===== src/rtl/cpu_stack_engine_if.sv =====
// Stack-engine bundle: control-side op handshake, SP load, pop return and byte-wide data-RAM port.
// The engine binds the slave modport; the requester/RAM side binds master.
interface cpu_stack_engine_if #(
    parameter int ADDR_WIDTH = 16
);
    logic                  op_valid;
    logic                  op_ready;
    logic [2:0]            sp_op;
    logic [15:0]           push_data;
    logic                  sp_load;
    logic [ADDR_WIDTH-1:0] sp_load_value;
    logic [ADDR_WIDTH-1:0] sp;
    logic [ADDR_WIDTH-1:0] mem_addr;
    logic                  mem_we;
    logic [7:0]            mem_wdata;
    logic                  mem_re;
    logic [7:0]            mem_rdata;
    logic [15:0]           pop_data;
    logic                  pop_valid;

    modport slave (
        input  op_valid, sp_op, push_data, sp_load, sp_load_value, mem_rdata,
        output op_ready, sp, mem_addr, mem_we, mem_wdata, mem_re, pop_data, pop_valid
    );

    modport master (
        output op_valid, sp_op, push_data, sp_load, sp_load_value, mem_rdata,
        input  op_ready, sp, mem_addr, mem_we, mem_wdata, mem_re, pop_data, pop_valid
    );
endinterface


===== src/rtl/cpu_stack_engine.sv =====
// Executes one SP push/pop request as 1-2 byte beats on an 8-bit synchronous RAM; owns the stack pointer.
// Accept-to-ready 1..4 cycles; op_ready is low while a sequence runs, so requests simply wait.
module cpu_stack_engine #(
    parameter int                    ADDR_WIDTH = 16,
    parameter logic [ADDR_WIDTH-1:0] SP_RESET   = {ADDR_WIDTH{1'b1}}
) (
    input  logic                  clk,
    input  logic                  rst,
    cpu_stack_engine_if.slave     stk
);
    typedef enum logic [2:0] {IDLE, WR0, WR1, RD0, RD1, RDLAST} state_t;

    localparam logic [2:0] SP_INC_1 = 3'd1;
    localparam logic [2:0] SP_INC_2 = 3'd2;
    localparam logic [2:0] SP_DEC_1 = 3'd3;
    localparam logic [2:0] SP_DEC_2 = 3'd4;

    state_t                state_q, state_d;
    logic [ADDR_WIDTH-1:0] sp_q, sp_d;
    logic [ADDR_WIDTH-1:0] mem_addr_q, mem_addr_d;
    logic                  mem_we_q, mem_we_d;
    logic                  mem_re_q, mem_re_d;
    logic [7:0]            mem_wdata_q, mem_wdata_d;
    logic [15:0]           pop_data_q, pop_data_d;
    logic                  pop_valid_q, pop_valid_d;
    logic                  op_ready_q, op_ready_d;
    logic                  two_q, two_d;
    // Holds the second push byte, or the first popped byte until the pop completes.
    logic [7:0]            byte_q, byte_d;

    logic accept, is_push, is_pop, is_two;

    assign accept  = stk.op_valid && (state_q == IDLE) && !stk.sp_load;
    assign is_push = accept && (stk.sp_op == SP_DEC_1 || stk.sp_op == SP_DEC_2);
    assign is_pop  = accept && (stk.sp_op == SP_INC_1 || stk.sp_op == SP_INC_2);
    assign is_two  = (stk.sp_op == SP_INC_2 || stk.sp_op == SP_DEC_2);

    always_ff @(posedge clk) begin
        if (rst) begin
            state_q     <= IDLE;
            sp_q        <= SP_RESET;
            mem_addr_q  <= '0;
            mem_we_q    <= 1'b0;
            mem_re_q    <= 1'b0;
            mem_wdata_q <= 8'h00;
            pop_data_q  <= 16'h0000;
            pop_valid_q <= 1'b0;
            op_ready_q  <= 1'b1;
            two_q       <= 1'b0;
            byte_q      <= 8'h00;
        end else begin
            state_q     <= state_d;
            sp_q        <= sp_d;
            mem_addr_q  <= mem_addr_d;
            mem_we_q    <= mem_we_d;
            mem_re_q    <= mem_re_d;
            mem_wdata_q <= mem_wdata_d;
            pop_data_q  <= pop_data_d;
            pop_valid_q <= pop_valid_d;
            op_ready_q  <= op_ready_d;
            two_q       <= two_d;
            byte_q      <= byte_d;
        end
    end

    always_comb begin
        state_d = state_q;
        case (state_q)
            IDLE:    if (is_push) state_d = WR0;
                     else if (is_pop) state_d = RD0;
            WR0:     state_d = two_q ? WR1 : IDLE;
            WR1:     state_d = IDLE;
            RD0:     state_d = two_q ? RD1 : RDLAST;
            RD1:     state_d = RDLAST;
            RDLAST:  state_d = IDLE;
            default: state_d = IDLE;
        endcase
    end

    // All outputs are registered: this computes the values they take at the next edge.
    always_comb begin
        sp_d        = sp_q;
        mem_addr_d  = mem_addr_q;
        mem_we_d    = 1'b0;
        mem_re_d    = 1'b0;
        mem_wdata_d = mem_wdata_q;
        pop_data_d  = pop_data_q;
        pop_valid_d = 1'b0;
        op_ready_d  = (state_d == IDLE);
        two_d       = two_q;
        byte_d      = byte_q;
        case (state_q)
            IDLE: begin
                if (stk.sp_load) begin
                    sp_d = stk.sp_load_value;
                end else if (is_push) begin
                    two_d       = is_two;
                    byte_d      = stk.push_data[7:0];
                    mem_we_d    = 1'b1;
                    mem_addr_d  = sp_q;
                    mem_wdata_d = is_two ? stk.push_data[15:8] : stk.push_data[7:0];
                end else if (is_pop) begin
                    two_d      = is_two;
                    mem_re_d   = 1'b1;
                    mem_addr_d = sp_q + ADDR_WIDTH'(1);
                end
            end
            WR0: begin
                if (two_q) begin
                    mem_we_d    = 1'b1;
                    mem_addr_d  = sp_q - ADDR_WIDTH'(1);
                    mem_wdata_d = byte_q;
                end else begin
                    sp_d = sp_q - ADDR_WIDTH'(1);
                end
            end
            WR1: sp_d = sp_q - ADDR_WIDTH'(2);
            RD0: begin
                if (two_q) begin
                    mem_re_d   = 1'b1;
                    mem_addr_d = sp_q + ADDR_WIDTH'(2);
                end
            end
            RD1: byte_d = stk.mem_rdata;
            RDLAST: begin
                pop_data_d  = two_q ? {stk.mem_rdata, byte_q} : {8'h00, stk.mem_rdata};
                pop_valid_d = 1'b1;
                sp_d        = two_q ? sp_q + ADDR_WIDTH'(2) : sp_q + ADDR_WIDTH'(1);
            end
            default: ;
        endcase
    end

    assign stk.op_ready  = op_ready_q;
    assign stk.sp        = sp_q;
    assign stk.mem_addr  = mem_addr_q;
    assign stk.mem_we    = mem_we_q;
    assign stk.mem_re    = mem_re_q;
    assign stk.mem_wdata = mem_wdata_q;
    assign stk.pop_data  = pop_data_q;
    assign stk.pop_valid = pop_valid_q;
endmodule


===== src/flat_wrapper.sv =====
// flat-port wrapper written by rule: the top's interface ports become plain ports
module cpu_stack_engine_flat 
#(
    parameter int                    ADDR_WIDTH = 16,
    parameter logic [ADDR_WIDTH-1:0] SP_RESET   = {ADDR_WIDTH{1'b1}}
)
  (clk, rst, stk_op_valid, stk_sp_op, stk_push_data, stk_sp_load, stk_sp_load_value, stk_mem_rdata, stk_op_ready, stk_sp, stk_mem_addr, stk_mem_we, stk_mem_wdata, stk_mem_re, stk_pop_data, stk_pop_valid);
  cpu_stack_engine_if #(.ADDR_WIDTH(ADDR_WIDTH)) stk_i ();
  input  logic clk;
  input  logic rst;
  input wire logic [$bits(stk_i.op_valid)-1:0] stk_op_valid;
  input wire logic [$bits(stk_i.sp_op)-1:0] stk_sp_op;
  input wire logic [$bits(stk_i.push_data)-1:0] stk_push_data;
  input wire logic [$bits(stk_i.sp_load)-1:0] stk_sp_load;
  input wire logic [$bits(stk_i.sp_load_value)-1:0] stk_sp_load_value;
  input wire logic [$bits(stk_i.mem_rdata)-1:0] stk_mem_rdata;
  output wire logic [$bits(stk_i.op_ready)-1:0] stk_op_ready;
  output wire logic [$bits(stk_i.sp)-1:0] stk_sp;
  output wire logic [$bits(stk_i.mem_addr)-1:0] stk_mem_addr;
  output wire logic [$bits(stk_i.mem_we)-1:0] stk_mem_we;
  output wire logic [$bits(stk_i.mem_wdata)-1:0] stk_mem_wdata;
  output wire logic [$bits(stk_i.mem_re)-1:0] stk_mem_re;
  output wire logic [$bits(stk_i.pop_data)-1:0] stk_pop_data;
  output wire logic [$bits(stk_i.pop_valid)-1:0] stk_pop_valid;
  assign stk_i.op_valid = stk_op_valid;
  assign stk_i.sp_op = stk_sp_op;
  assign stk_i.push_data = stk_push_data;
  assign stk_i.sp_load = stk_sp_load;
  assign stk_i.sp_load_value = stk_sp_load_value;
  assign stk_i.mem_rdata = stk_mem_rdata;
  assign stk_op_ready = stk_i.op_ready;
  assign stk_sp = stk_i.sp;
  assign stk_mem_addr = stk_i.mem_addr;
  assign stk_mem_we = stk_i.mem_we;
  assign stk_mem_wdata = stk_i.mem_wdata;
  assign stk_mem_re = stk_i.mem_re;
  assign stk_pop_data = stk_i.pop_data;
  assign stk_pop_valid = stk_i.pop_valid;
  cpu_stack_engine #(.ADDR_WIDTH(ADDR_WIDTH), .SP_RESET(SP_RESET)) u_core (.clk(clk), .rst(rst), .stk(stk_i));
endmodule

===== config.mk =====
export PLATFORM = sky130hd
export DESIGN_NAME = cpu_stack_engine_flat
export DESIGN_NICKNAME = d
export VERILOG_FILES = /design/src/rtl/cpu_stack_engine_if.sv /design/src/rtl/cpu_stack_engine.sv /design/src/flat_wrapper.sv
export SDC_FILE = /design/constraint.sdc
export NUM_CORES = 1
export LEC_CHECK = 0
export CORE_UTILIZATION = 30
export CTS_CLUSTER_SIZE = 12
export DETAILED_ROUTE_END_ITERATION = 6
export PLACE_DENSITY = 0.51
export SKIP_LAST_GASP = 1
export SLEW_MARGIN = 20
export SYNTH_ARGS = -nofsm -noshare
export SYNTH_HDL_FRONTEND = slang
export SYNTH_SLANG_ARGS = --single-unit
export TNS_END_PERCENT = 100

===== constraint.sdc =====
create_clock -name clk -period 7.2 [get_ports clk]
set_input_delay 1.44 -clock clk [delete_from_list [all_inputs] [get_ports clk]]
set_output_delay 1.44 -clock clk [all_outputs]
set_load 0.005 [all_outputs]

Word level (Yosys, flattened, before mapping)
Index checks and enable logic that the tools add are counted.

Register bits: 72. Input port bits: 47. Output and inout port bits: 60. Word-level logic and storage cells: 87.

Add/sub/neg operators: 4. Equality and inequality tests: 16. Muxes and demuxes: 35. Bitwise gates (word level): 1. Reductions and logical operators: 20.

Operator list (number): 16-bit 2-to-1 mux (9); 16-bit case mux with 4 select lines (1); 8-bit 2-to-1 mux (6); 16-bit case mux with 3 select lines (1); 8-bit case mux with 2 select lines (2); 16-bit by 1-bit adder with 16-bit output, second input constant (1); 16-bit by 2-bit adder with 16-bit output, second input constant (1); 16-bit by 1-bit subtractor with 16-bit output, second input constant (1); 16-bit by 2-bit subtractor with 16-bit output, second input constant (1); 3-bit by 2-bit == test with 1-bit output, second input constant (4); 3-bit case mux with 4 select lines (1); 1-bit 2-to-1 mux (10); 3-bit == test, second input constant (3); 3-bit AND reduction (3); 3-bit by 1-bit == test with 1-bit output, second input constant (2); 3-bit logical NOT (2); 3-bit 2-to-1 mux (2); 2-bit by 1-bit inequality test with 1-bit output, second input constant (3); 2-bit inequality test, second input constant (3); 2-bit nonzero test (3); 5-bit AND reduction (1); 1-bit logical AND (4); 1-bit case mux with 2 select lines (2); 4-bit AND reduction (1); other kinds (7) (9).

Longest topological paths before layout
Gate-level depths: netlist of run 1.

Depth after elaboration: 8. Gate-level depth with buffers: 10. Mapped depth without buffers: 8.

Worst setup path after synthesis of run 1
Ideal clock, no wire load.

Path type: input to register. From: input port stk_sp_op[0]. To: register u_core.mem_addr_q[12], in the netlist u_core.stk.mem_addr[12]. Library setup time: 0.132 ns. Arrival time: 3.020 ns. Data required time: 7.068 ns. Setup slack: 4.047 ns. Cell stages on the path: 7. Path buffers: 1. Path through: buf_6 > or3b_4 > a211oi_4 > nor4_1 > xnor2_1 > a221oi_1 > a21oi_1.

Word-level cells in the longest chain between the ends: 6. Elaborated cells on any way between the ends: 13. Classes of those cells: eq/ne (5); mux (3); reduce/logical (5).

Ends and longest elaborated chain: from (decl) (RTL line flat_wrapper.sv:12) `input wire logic [$bits(stk_i.sp_op)-1:0] stk_sp_op;`; 3-bit by 2-bit == test with 1-bit output / 3-bit == test (equally long branches) (RTL line cpu_stack_engine.sv:34) `assign is_push = accept && (stk.sp_op == SP_DEC_1 || stk.sp_op == SP_DEC_2);`; 1-bit logical OR (RTL line cpu_stack_engine.sv:34); 1-bit logical AND (RTL line cpu_stack_engine.sv:34); 16-bit 2-to-1 mux (RTL line cpu_stack_engine.sv:96) `end else if (is_push) begin`; 16-bit 2-to-1 mux (RTL line cpu_stack_engine.sv:94) `if (stk.sp_load) begin`; 16-bit case mux with 3 select lines (RTL line cpu_stack_engine.sv:92) `case (state_q)`; to (signal assigned) (RTL line cpu_stack_engine.sv:54) `mem_addr_q <= mem_addr_d;`; to (decl) (RTL line cpu_stack_engine.sv:20) `logic [ADDR_WIDTH-1:0] mem_addr_q, mem_addr_d;`.

Parallel ways exist; a longest one is shown, timed or not. The select of a mux whose other input is x is not followed. A chain may end at the register's enable or synchronous reset.

Worst setup path after layout of run 1
From: input port stk_sp_op[2]. To: register u_core.mem_wdata_q[0], in the netlist u_core.stk.mem_wdata[0].

Word-level cells in the longest chain between the ends: 6. Elaborated cells on any way between the ends: 12. Classes of those cells: eq/ne (4); mux (4); reduce/logical (4).

Ends and longest elaborated chain: 3-bit by 2-bit == test with 1-bit output / 3-bit == test (equally long branches) (RTL line cpu_stack_engine.sv:36, cpu_stack_engine.sv:34); 1-bit logical OR (RTL line cpu_stack_engine.sv:36) `assign is_two = (stk.sp_op == SP_INC_2 || stk.sp_op == SP_DEC_2);`; 8-bit 2-to-1 mux (RTL line cpu_stack_engine.sv:101) `mem_wdata_d = is_two ? stk.push_data[15:8] : stk.push_data[7:0];`; 8-bit 2-to-1 mux (RTL line cpu_stack_engine.sv:96); 8-bit 2-to-1 mux (RTL line cpu_stack_engine.sv:94); 8-bit case mux with 2 select lines (RTL line cpu_stack_engine.sv:92); to (signal assigned) (RTL line cpu_stack_engine.sv:57) `mem_wdata_q <= mem_wdata_d;`; to (decl) (RTL line cpu_stack_engine.sv:23) `logic [7:0] mem_wdata_q, mem_wdata_d;`.

Parallel ways exist; a longest one is shown, timed or not. The select of a mux whose other input is x is not followed.

==> impl.org, run 1 <==
** Clocking
- Hold-fix buffer count after cts :: 0
- The root buffer cell chosen for the clock tree is sky130_fd_sc_hd__clkbuf_16.
- The H-tree generated during clock tree synthesis spans 3 levels.
- Clock Pin Slew Worst Setup and Hold Paths :: ~0.06 ns
- Counting every sink on the clock net gives 72.
- Buffer levels on the longest clock path :: 2
- Clock latency on the worst-skew pair, taken at its later pin, is around 0.35 ns.
- TritonCTS built the clock tree.
- Count of buffers added by post-CTS timing repair for setup :: 0
- Gates resized during post-CTS repair numbered 0.
- Number of CTS-inserted buffers :: 9

** Timing
- Highest clock rate :: 285 MHz
- Adding up every negative setup slack in the final design gives 0 ns.
- Hold slack final :: 0.459 ns
- Pin slew with the least headroom to its limit :: between 1 and 1.5 ns
- The final number of hold-violating endpoints was 0.
- Setup violations remaining at the end of the flow were counted as 0.
- Setup Skew :: 0.00691 ns
- Unrepaired setup endpoints after global routing :: false
- Share of the cycle needed by the critical path after routing :: around half
- Headroom to the max-slew limit came out at between 20 and 30%.
- The routed design could run at a clock period as short as 3.51 ns.
- The final number of max-transition violations was 0.

** Cells and area
- Total area of multi-input combinational cells :: between 3000 and 4000 um2
- Post-layout instance count excluding filler cells :: around 960
- Layout fillers :: approximately 1,700
- For this run, the post-layout net count is between 700 and 800.
- Layout overhead on the synthesized area :: 28.1%
- Across the whole layout, storage elements account for around 1400 um2.
- # diodes :: 0
- Fraction of final layout cells with drive strength greater than 1 :: 8.61%

** Pwr
- Summed over all cells, the static leakage comes to 2.24 nW.
- Combinational power share :: between 20 and 30%
- Cell-internal power :: roughly 0.00083 W
- Summed over all nets, the switching power comes to 0.000414 W.
- Power spread over the standard cell area amounts to about 190 nW/um2.
- The clock network accounts for 37.2% of the total power.
- Peak supply drop :: ~120 uV
- Sequential share of power :: a little under two fifths
- Net switching is 33.2% of the power.

** Detailed routing
- Met3 Wirelength :: 1430 um
- Detail Route Antenna Nets :: 0
- Wirelength per Cell :: approximately 20 um
- Wire segments on met2 add up to between 9000 and 10,000 um in the final route.
- Top layer used by detailed routing :: met4
- Via total after detailed routing :: 5,588
- Number of DRC markers after the initial detailed-route iteration :: roughly 370
- The routed design has 19,700 um of wire.
- For this run, design rule violations remaining after detail routing come to 0.
- Using the TritonRoute via totals, the vias-per-cell ratio works out to a little under 6.
- After detailed routing, the wire length on met1 is around 8000 um.
- The first detailed-routing pass ran for 5 iterations.

** Floorplanning
- Height of the die :: 133 um
- Floorplan Core Area :: roughly 17,000 um2
- Die Footprint :: 17,700 um2
- Effective utilization at floorplan :: 30.9%
- Standard-cell rows :: 47
- Horiz. Die Dim :: between 100 and 150 um
- roughly 110 I/O pins were placed.

** Yosys
- The average instance in the mapped netlist occupies between 7 and 8 um2.
- Most area-hungry cell type in the Yosys netlist :: sky130_fd_sc_hd__dfxtp_1
- Yosys Warn Count :: 0
- Top post-synthesis cells by area :: sky130_fd_sc_hd__dfxtp_1, sky130_fd_sc_hd__nor2_1, sky130_fd_sc_hd__a21oi_1, sky130_fd_sc_hd__mux2i_1, sky130_fd_sc_hd__o21ai_0
- Number of flip-flops and latches in the synthesized netlist :: between 70 and 80
- Synth top cells by count :: sky130_fd_sc_hd__nor2_1, sky130_fd_sc_hd__dfxtp_1, sky130_fd_sc_hd__nand2_1
- In the synthesized netlist the dominant register cell turns out to be sky130_fd_sc_hd__dfxtp_1.
- Number of flops mapped to enable cells by yosys :: 0
- Net Count, Synth :: just over 700
- Synth top area share :: between 20% and 30%
- Async set-reset flop share out of synthesis :: 0%
- Proportion of synthesized chip area in sequential cells :: ~28%
- Post-Synthesis Cell Area :: 5150 um2
- Number of instances in the synthesized netlist :: ~670
- Dominant cell by count in the synthesized netlist :: sky130_fd_sc_hd__nor2_1
- The netlist uses 75 different library cells.

** Global routing
- Across every metal layer, demand over resource in global routing totals 22.6%.
- The number of global-route vias before repair was 5,651.
- Residual overflow from global routing :: 0
- The number of antenna violations at the first check in global routing is 0.
- Largest net degree at the start of global routing :: 50
- The first global-routing pass estimated approximately 31,000 um of wire.

** Critical path
- Cells traversed along the worst timing path :: clkdlybuf4s50_1, or3b_4, a211oi_4, buf_6, a21oi_2, a211oi_1, a21oi_1, nor2_1
- Worst-path fanout max :: 17
- Crit Path Category :: in -> reg
- Data on the critical path arrives at its endpoint at 3.80 ns.
- Delay of the slowest cell on the worst path :: around 0.56 ns
- The slowest stage of the critical path is the sky130_fd_sc_hd__clkdlybuf4s50_1 cell.
- STA classifies the critical path endpoint as a flip-flop.
- STA classifies the critical path startpoint as an input pin.
- For the worst setup path, the data required time is 7.48 ns.

** Placement
- In this run the tool buffered the top-level ports with approximately 110 buffer cells.
- At the end of routability-driven placement, the weighted congestion stood at 0.907.
- Inst Count DP :: between 900 and 1,000
- Summed over all nets, the half-perimeter wirelength after detailed placement is ~14,000 um.

** Hold path
- Hold Crit Class :: reg -> reg

** Run status
- The run finished with clean final reports.

** Run
- Max Cap Violations :: 0
-- worst paths after layout --
path                                                             end  cells after the start  slack, ns                                start
worst max-delay path            u_core.stk.mem_wdata[0]$_SDFFE_PP0P_                      8       3.69                         stk_sp_op[2]
worst min-delay path             u_core.stk.pop_data[8]$_SDFFE_PP0P_                      2       0.46  u_core.stk.pop_data[8]$_SDFFE_PP0P_
worst max register to register        u_core.stk.sp[14]$_SDFFE_PP1P_                      8       4.09        u_core.stk.sp[0]$_SDFFE_PP1P_
worst min register to register   u_core.stk.pop_data[8]$_SDFFE_PP0P_                      2       0.46  u_core.stk.pop_data[8]$_SDFFE_PP0P_
-- layer usage --
metal  vias to the layer above  global-route usage [%]
met1                      2651                    26.4
met2                       256                    38.8
li1                       2630                       -
met3                        51                    5.10
met5                         -                       0
met4                         0                    11.0
-- layout make-up --
type / count / area share, %
timing repair buffer: 117 / 17.3
multi-input combinational: 531 / 51.7
clock buffer: 9 / 3.42
sequential: 72 / 21.9
clock inverter: 6 / 1.04
inverter: 8 / 0.455
tap: 220 / 4.18
-- flip-flops by register name, summed over array words and instances (netlist names), 3 cells and up --
| signal | cells |
|---|---|
| u_core.state_q | 3 |
| u_core.byte_q | 8 |
| u_core.stk.mem_wdata | 8 |
| u_core.stk.pop_data | 16 |
| u_core.stk.mem_addr | 16 |
| u_core.stk.sp | 16 |
-- power groups by stage --
stage                     logic [W]  clock network (W)  registers (W)
after global routing       0.000338           0.000490       0.000475
after global placement     0.000306                  0       0.000479
after CTS                  0.000309           0.000474       0.000470
final                      0.000311           0.000463       0.000471
after floorplan            0.000221                  0       0.000440
after detailed placement   0.000308                  0       0.000479
-- cell families (layout without fill, tap and decap cells) --
family	Yosys count	after routing	synth area share, %
AO/OA/AOI/OAI	215	215	28.0
XOR/XNOR	43	43	7.32
adder cells (fa/ha/maj)	5	5	1.22
buffers and inverters	70	140	6.03
flip-flops	72	72	28.0
multiplexers	27	27	5.25
AND/OR/NAND/NOR	241	241	24.2
-- metrics by stage --
step	worst slack, ns	utilization (%)	power, W	instance area, um2
2_1_floorplan	4.05	-	0.000661	5150
6_report	3.69	39.6	0.00125	6590
3_3_place_gp	2.92	37.7	0.000785	6280
5_1_grt	3.54	39.6	0.00130	6590
3_5_place_dp	2.83	37.7	0.000787	6280
4_1_cts	3.19	39.5	0.00125	6580
-- critical path: cells and delay by family --
family | cells | cell delay [ns]
and+or+nand+nor | 2 | 0.53
buffers and inverters | 2 | 0.82
AOI/OAI and AO/OA | 4 | 1.00
-- cells in the final DEF (no fill, tap or decap), drive strengths merged, types with 6 or more instances in the layout --
| cell | synthesis | final |
|---|---|---|
| nand2 | 57 | 57 |
| a221oi | 10 | 10 |
| a31oi | 10 | 10 |
| a211oi | 30 | 30 |
| xor2 | 17 | 17 |
| inv | 8 | 9 |
| o21ai | 53 | 53 |
| a21oi | 56 | 56 |
| clkdlybuf4s50 | 0 | 105 |
| nor3 | 17 | 17 |
| mux2i | 27 | 27 |
| clkbuf | 39 | 9 |
| nand4 | 8 | 8 |
| nand3 | 27 | 27 |
| dfxtp | 72 | 72 |
| xnor2 | 26 | 26 |
| buf | 23 | 12 |
| nor2 | 76 | 76 |
| a22oi | 6 | 6 |
| nor4 | 14 | 14 |
| o22ai | 12 | 12 |
Power figures use the tool's default switching activity.
==> inputs of run 2 (changes only) <==
==> constraint.sdc (replaced) <==
create_clock -name clk -period 3.65 [get_ports clk]
set_input_delay 0.73 -clock clk [delete_from_list [all_inputs] [get_ports clk]]
set_output_delay 0.73 -clock clk [all_outputs]
set_load 0.005 [all_outputs]
==> impl.org, run 2 (synthesis gave the netlist of run 1 again) <==
** Global routing
- Overall global routing resource usage :: between 20% and 30%
- The number of global-route vias before repair came to 5,536.
- Entering global routing, the biggest net connects around 50 pins.
- Global routing finished with a remaining overflow of 0.
- Wire length of the first global-routing pass :: between 30,000 and 40,000 um
- The number of antenna violations at the first check in global routing was 0.

** Hold path
- Hold Crit Class :: reg -> reg

** Timing
- Setup Skew :: ~0.010 ns
- The final number of hold-violating endpoints is 0.
- In the final timing run, aggregate negative setup slack is 0 ns.
- Setup Viol. Count Final :: 0
- Hold is met by ~0.45 ns.
- Max-slew headroom :: between 40 and 50%
- Setup repair after global routing left no endpoint under its margin.
- Share of the cycle needed by the critical path after routing :: roughly 78%
- Final count of pins violating max slew :: 0
- Based on the critical path, the design can be clocked at up to approximately 350 MHz.
- Pin slew with the least headroom to its limit :: roughly 0.85 ns
- Clock period minus worst slack :: ~2.9 ns

** Detailed routing
- In the routed design, unresolved DRC markers number 0.
- In this run, the number of DRC markers left after iteration 0 of detailed routing was between 400 and 500.
- Summed over all layers, the routed wires come to approximately 20,000 um.
- The count of nets left with antenna violations once routing finished came out at 0.
- For this block, the via count after detailed routing is around 5,600.
- Via/cell ratio :: around 5.7
- Wirelength per Cell :: between 20 and 25 um
- For this run, the detailed router's first-pass iteration total came to 5.

** Critical path
- Register-to-register path setup slack :: around 0.79 ns
- Worst-path fanout max :: 14
- STA classifies the critical path startpoint as a flip-flop.
- STA classifies the critical path endpoint as a flip-flop.
- Crit Path Category :: reg -> reg
- Cells traversed along the worst timing path :: inv_1, ha_1, or3b_2, nor4_2, xnor2_1, o21ai_0, o21a_1, or3_1
- Number of buffers and inverters on the critical path :: 1
- Worst Path Required :: 3.89 ns
- Broken down by cell family, the worst path's largest delay share belongs to simple AND/OR/NAND/NOR gates.
- The slowest stage of the critical path is the sky130_fd_sc_hd__or3b_2 cell.
- Data arrives at the worst endpoint at ~3.1 ns.
- Delay of the slowest cell on the worst path :: 0.56 ns

** Pwr
- Of the total power, registers draw a little under two fifths.
- Share of power burned in the clock network :: between 30% and 40%
- Peak supply drop :: approximately 220 uV
- In this run the static leakage power is ~2.3 nW.
- The internal power of the cells totals 0.00159 W.
- Net switching is approximately a third of the power.
- Power spread over the standard cell area amounts to between 300 and 400 nW/um2.
- Per report_power, the combinational group accounts for about a quarter of the total.
- Overall power consumption after layout is estimated at roughly 0.0024 W.
- Psw :: approximately 0.00085 W

** Floorplanning
- Effective utilization at floorplan :: 30.9%
- The die is around 130 um wide.
- Pin placement for this block handled 107 I/O pins.
- Standard-cell rows :: 47
- Die Footprint :: 17,700 um2
- Height of the die :: between 100 and 150 um
- After floorplanning, the core was sized to cover 16,600 um2.

** Cells and area
- # diodes :: 0
- Leading cell types in the layout, fill and taps excluded :: sky130_fd_sc_hd__clkdlybuf4s50_1, sky130_fd_sc_hd__nor2_1, sky130_fd_sc_hd__dfxtp_1
- Compared with the post-synthesis result, the final layout area differs by 30.0%.
- Of the cells placed in the final design, the portion with a size suffix greater than 1 is just over 10%.
- After the last flow step, the layout net total stands at roughly 810.
- The finished layout holds 980 standard cells, fillers aside.
- The library cell used most frequently in the layout, excluding fill and tap cells, is sky130_fd_sc_hd__clkdlybuf4s50_1.

** Clocking
- After clock tree synthesis, the flow added hold-fix buffers numbering 0.
- Clk Tree Root Cell :: sky130_fd_sc_hd__clkbuf_16
- After clock tree synthesis, the clock-pin slew on the worst setup and hold paths is around 0.07 ns.
- Resized cells post-CTS :: 0
- Insertion delay to the later sink of the worst-skew pair :: around 0.35 ns
- Buffer levels on the longest clock path :: 2
- In this run, CTS created clock tree buffers numbering 9.
- Counting every sink on the clock net gives 72.
- TritonCTS built the clock tree.
- Count of buffers added by post-CTS timing repair for setup :: 0
- The H-tree was split into 3 levels.

** Run status
- Outcome :: finished clean

** Run
- Across the run, the number of max-cap violations was 0.

** Placement
- Counting tap cells, the placed design contains a total of ~960 instances.
- At the end of routability-driven placement, the weighted congestion stood at about 0.9.
- DP Wirelength :: about 15,000 um
- PortBufs :: between 100 and 150
## run 2: cell count changes in the layout (fill, tap and decap cells not counted), sizes merged
| cell | change |
|---|---|
| buf | +16 |
| clkinv | -2 |
| inv | +3 |
| clkinvlp | +1 |
| bufinv | -1 |
## run 2: cell type report
class	instances	area, um2
clock buffers	9	225
clock inverters	7	61.3
fillers	1707	9950
inverters	8	30.0
multi-input cells	531	3400
flip-flops and latches	72	1440
well taps	220	275
repair buffers	133	1260
## run 2: per-layer routing
layer | vias to the layer above | part of all wire (%) | GRT usage (%)
li1 | 2661 | - | -
met4 | 0 | 3.1 | 10.3
met1 | 2665 | 40 | 27.4
met2 | 263 | 49 | 39.7
met3 | 45 | 7.8 | 5.17
met5 | - | 0 | 0
## run 2: metrics by stage
stage	utilization (%)	instance area (um2)	setup slack, ns
after global routing	40.2	6690	0.662
after global placement	38.5	6410	0.554
final	40.2	6690	0.788
after CTS	40.2	6690	0.784
after detailed placement	38.5	6410	0.534
after floorplan	-	5150	1.09
## run 2: worst paths after layout
path,depth (start not counted),start,to
worst max register to register,8,u_core.stk.sp[0]$_SDFFE_PP1P_,u_core.stk.sp[14]$_SDFFE_PP1P_
worst min register to register,2,u_core.stk.pop_data[11]$_SDFFE_PP0P_,u_core.stk.pop_data[11]$_SDFFE_PP0P_
worst min-delay path,2,u_core.stk.pop_data[11]$_SDFFE_PP0P_,u_core.stk.pop_data[11]$_SDFFE_PP0P_
worst max-delay path,8,u_core.stk.sp[0]$_SDFFE_PP1P_,u_core.stk.sp[14]$_SDFFE_PP1P_
## run 2: worst reg2reg max path, cell delays in order (launching register included)
cell and delay [ns]:
sky130_fd_sc_hd__dfxtp_1 0.54, sky130_fd_sc_hd__inv_1 0.17, sky130_fd_sc_hd__ha_1 0.29, sky130_fd_sc_hd__or3b_2 0.56, sky130_fd_sc_hd__nor4_2 0.35, sky130_fd_sc_hd__xnor2_1 0.22, sky130_fd_sc_hd__o21ai_0 0.12, sky130_fd_sc_hd__o21a_1 0.17
sky130_fd_sc_hd__or3_1 0.33
## run 2: power groups by stage
stage	logic, W	clock network [W]	registers (W)
floorplan	0.000437	0	0.000868
detailed placement	0.000644	0	0.000927
global placement	0.000642	0	0.000927
global route	0.000704	0.000942	0.000916
finish	0.000646	0.000885	0.000911
CTS	0.000646	0.000910	0.000909
==> inputs of run 3 (changes only) <==
==> constraint.sdc (replaced) <==
create_clock -name clk -period 2.9 [get_ports clk]
set_input_delay 0.58 -clock clk [delete_from_list [all_inputs] [get_ports clk]]
set_output_delay 0.58 -clock clk [all_outputs]
set_load 0.005 [all_outputs]
==> impl.org, run 3 (synthesis gave the netlist of run 1 again) <==
** Global routing
- Wire length of the first global-routing pass :: ~32,000 um
- The total overflow left after global routing is 0.
- The number of antenna violations at the first check in global routing was 0.
- Via count of the first global-routing pass :: 5,789
- Entering global routing, the biggest net connects 49 pins.
- In the global route stage, overall resource usage came out at a little under a quarter.

** Placement
- At the end of routability-driven placement, the weighted congestion stood at 0.881.
- Once placement completed, the tool counted placed cells totaling ~1,000.
- Pre-CTS WS :: ~0.12 ns
- DP Wirelength :: between 15,000 and 20,000 um
- PortBufs :: roughly 110

** Cells and area
- Across the whole layout, storage elements account for between 1000 and 1500 um2.
- Total area of multi-input combinational cells :: around 3400 um2
- The layout has 1,688 filler cells.
- Most common library cell in the layout ignoring fill and taps :: sky130_fd_sc_hd__clkdlybuf4s50_1
- In the final design database the tool counted 845 nets.
- For this run, the number of standard cells in the final layout without fillers is between 1,000 and 1,500.
- For this run, the share of the core covered by cells in the final layout is between 40% and 50%.
- In the final layout, the share of cells above drive strength 1 is around 15%.
- # diodes :: 0
- Compared with the post-synthesis result, the final layout area differs by 37.0%.
- Leading cell types in the layout, fill and taps excluded :: sky130_fd_sc_hd__clkdlybuf4s50_1, sky130_fd_sc_hd__nor2_1, sky130_fd_sc_hd__dfxtp_1

** Detailed routing
- Total iterations of the first detailed-routing run :: 5
- For this run, design rule violations remaining after detail routing come to 0.
- Wire length reported by the detailed router :: just over 20,000 um
- Via/cell ratio :: between 5 and 6
- Detail Route Antenna Nets :: 0
- In the final routed layout, each cell accounts on average for 20.3 um.
- The detailed router finished its first iteration with 496 violations.
- The final route contains roughly 5,800 vias.

** Floorplanning
- The floorplan step defined a core boundary enclosing ~17,000 um2.
- The floorplan has 47 rows.
- Total I/O pin count :: about 110
- Effective utilization at floorplan :: a little over 30%
- The die is approximately 130 um wide.
- The die covers around 18,000 um2.
- Height of the die :: 133 um

** Critical path
- Data on the critical path is required at its endpoint by 3.13 ns.
- Critical path's top delay family :: compound AO/OA/AOI/OAI gates
- The worst setup path is of the reg -> reg kind.
- Data arrives at the worst endpoint at 2.87 ns.
- Traced cell by cell, the critical path runs through inv_1, ha_1, nor3b_4, nand2_1, a2111oi_0, buf_4, o21ai_0, a2111o_1.
- Register-to-register path setup slack :: 0.26 ns
- The slowest stage of the critical path belongs to the cell sky130_fd_sc_hd__a2111oi_0.
- Startpoint of the lowest-slack register-to-register path :: u_core.stk.sp[1]$_SDFFE_PP1P_
- The worst setup path is captured at a flip-flop.
- Measured in cells, the most critical reg-to-reg path has a length of 8.
- The worst setup path is launched from a flip-flop.
- Worst-path fanout max :: 5
- Number of buffers and inverters on the critical path :: 2
- Reg-to-reg critical path endpoint :: u_core.stk.sp[9]$_SDFFE_PP1P_
- For this run, the slowest stage of the critical path takes 0.63 ns.

** Timing
- Hold slack final :: between 0.4 and 0.5 ns
- Summed over all failing endpoints, the final setup total negative slack is 0 ns.
- Max-slew headroom :: slightly below 50%
- Pin slew with the least headroom to its limit :: 0.746 ns
- Setup Skew :: between 0.006 and 0.007 ns
- Clock period minus worst slack :: 2.64 ns
- Highest clock rate :: approximately 380 MHz
- The final number of hold-violating endpoints came to 0.
- Setup violations remaining at the end of the flow were counted as 0.
- Final count of pins violating max slew :: 0
- After layout, the worst path uses 91.0% of the clock period.
- Final setup slack of the worst path :: ~0.26 ns
- Setup repair after global routing left no endpoint under its margin.

** Clocking
- Clock-pin slew was measured on the worst setup and hold paths at around 0.060 ns.
- The H-tree was split into 3 levels.
- For this design, the CTS-stage hold fixing added 0 buffers.
- CTS placed an instance of sky130_fd_sc_hd__clkbuf_16 at the clock tree root.
- Once the clock tree was built, the resizer swapped 0 gates to a different size.
- At the later pin of the worst-skew pair, clock insertion delay measures 0.35 ns.
- The number of clock buffers added by TritonCTS is 9.
- TritonCTS clock tree :: done
- Once the clock tree was built, the setup fixing pass inserted 0 buffers.
- The clock passes through at most 2 buffers.
- The clock net in this run drives a total of 72 sinks.

** Run
- Max Cap Violations :: 0

** Hold path
- The tightest min-delay check is of the reg -> reg type.
- Start point of the worst min-delay path :: u_core.stk.pop_data[11]$_SDFFE_PP0P_
- Cell count of the worst hold path :: 2
- The worst hold path terminates at u_core.stk.pop_data[11]$_SDFFE_PP0P_.

** Pwr
- Power spread over the standard cell area amounts to 468 nW/um2.
- Peak supply drop :: 266 uV
- Lkg Pwr :: around 2.5 nW

** Run status
- Outcome :: finished clean
## run 3: cell types whose count changed in the layout (fill, tap and decap cells not counted)
cell and change:
sky130_fd_sc_hd__buf_4 +36, sky130_fd_sc_hd__clkinvlp_4 -1, sky130_fd_sc_hd__inv_6 -1, sky130_fd_sc_hd__buf_12 +2, sky130_fd_sc_hd__clkinv_4 -1, sky130_fd_sc_hd__inv_8 +1
sky130_fd_sc_hd__bufinv_16 +2
## run 3: metrics by stage
| step | power (W) | area [um2] |
|---|---|---|
| 5_1_grt | 0.00346 | 7050 |
| 2_1_floorplan | 0.00164 | 5150 |
| 4_1_cts | 0.00333 | 7050 |
| 6_report | 0.00330 | 7050 |
| 3_3_place_gp | 0.00204 | 6720 |
| 3_5_place_dp | 0.00204 | 6720 |
## run 3: report_power, final
group / total, W / switching [W] / internal, W
Combinational: 0.000922 / 0.000496 / 0.000426
Clock: 0.00127 / 0.000496 / 0.000771
Sequential: 0.00111 / 0.0000739 / 0.00104
## run 3: cell type report
class	count	area share (%)
Clock buffer	9	3.19
Clock inverter	7	1.53
Inverter	8	0.426
Multi-Input combinational cell	531	48.3
Sequential cell	72	20.4
Tap cell	220	3.90
Timing Repair Buffer	171	22.3
## run 3: tightest hold or removal path, delay by kind of cell (launching register included)
kind / cells / cell delay [ns]
and+or+nand+nor: 1 / 0.05
AOI/OAI and AO/OA: 1 / 0.05
DFF: 1 / 0.31
## run 3: layer usage
metal | part of all wire [%] | routed length, um | vias up | global-route usage [%]
met5 | 0 | 0 | - | 0
li1 | - | - | 2734 | -
met1 | 41 | 8460 | 2769 | 28.2
met4 | 3.6 | 753 | 0 | 12.0
met3 | 6.6 | 1370 | 42 | 5.25
met2 | 49 | 10100 | 241 | 40.4
## run 3: worst max-delay path by stage
| stage | from | slack (ns) | cells after the start | to |
|---|---|---|---|---|
| after floorplan | u_core.stk.sp[0]$_SDFFE_PP1P_ | 0.34 | 9 | u_core.stk.sp[14]$_SDFFE_PP1P_ |
| after global placement | stk_sp_load | 0.14 | 8 | u_core.stk.mem_addr[10]$_SDFFE_PP0P_ |
| after detailed placement | stk_sp_load | 0.12 | 8 | u_core.stk.mem_addr[10]$_SDFFE_PP0P_ |
| after CTS | u_core.stk.sp[1]$_SDFFE_PP1P_ | 0.28 | 8 | u_core.stk.sp[11]$_SDFFE_PP1P_ |
| after global routing | u_core.stk.sp[1]$_SDFFE_PP1P_ | 0.09 | 9 | u_core.stk.sp[8]$_SDFFE_PP1P_ |
| final | u_core.stk.sp[1]$_SDFFE_PP1P_ | 0.26 | 8 | u_core.stk.sp[9]$_SDFFE_PP1P_ |
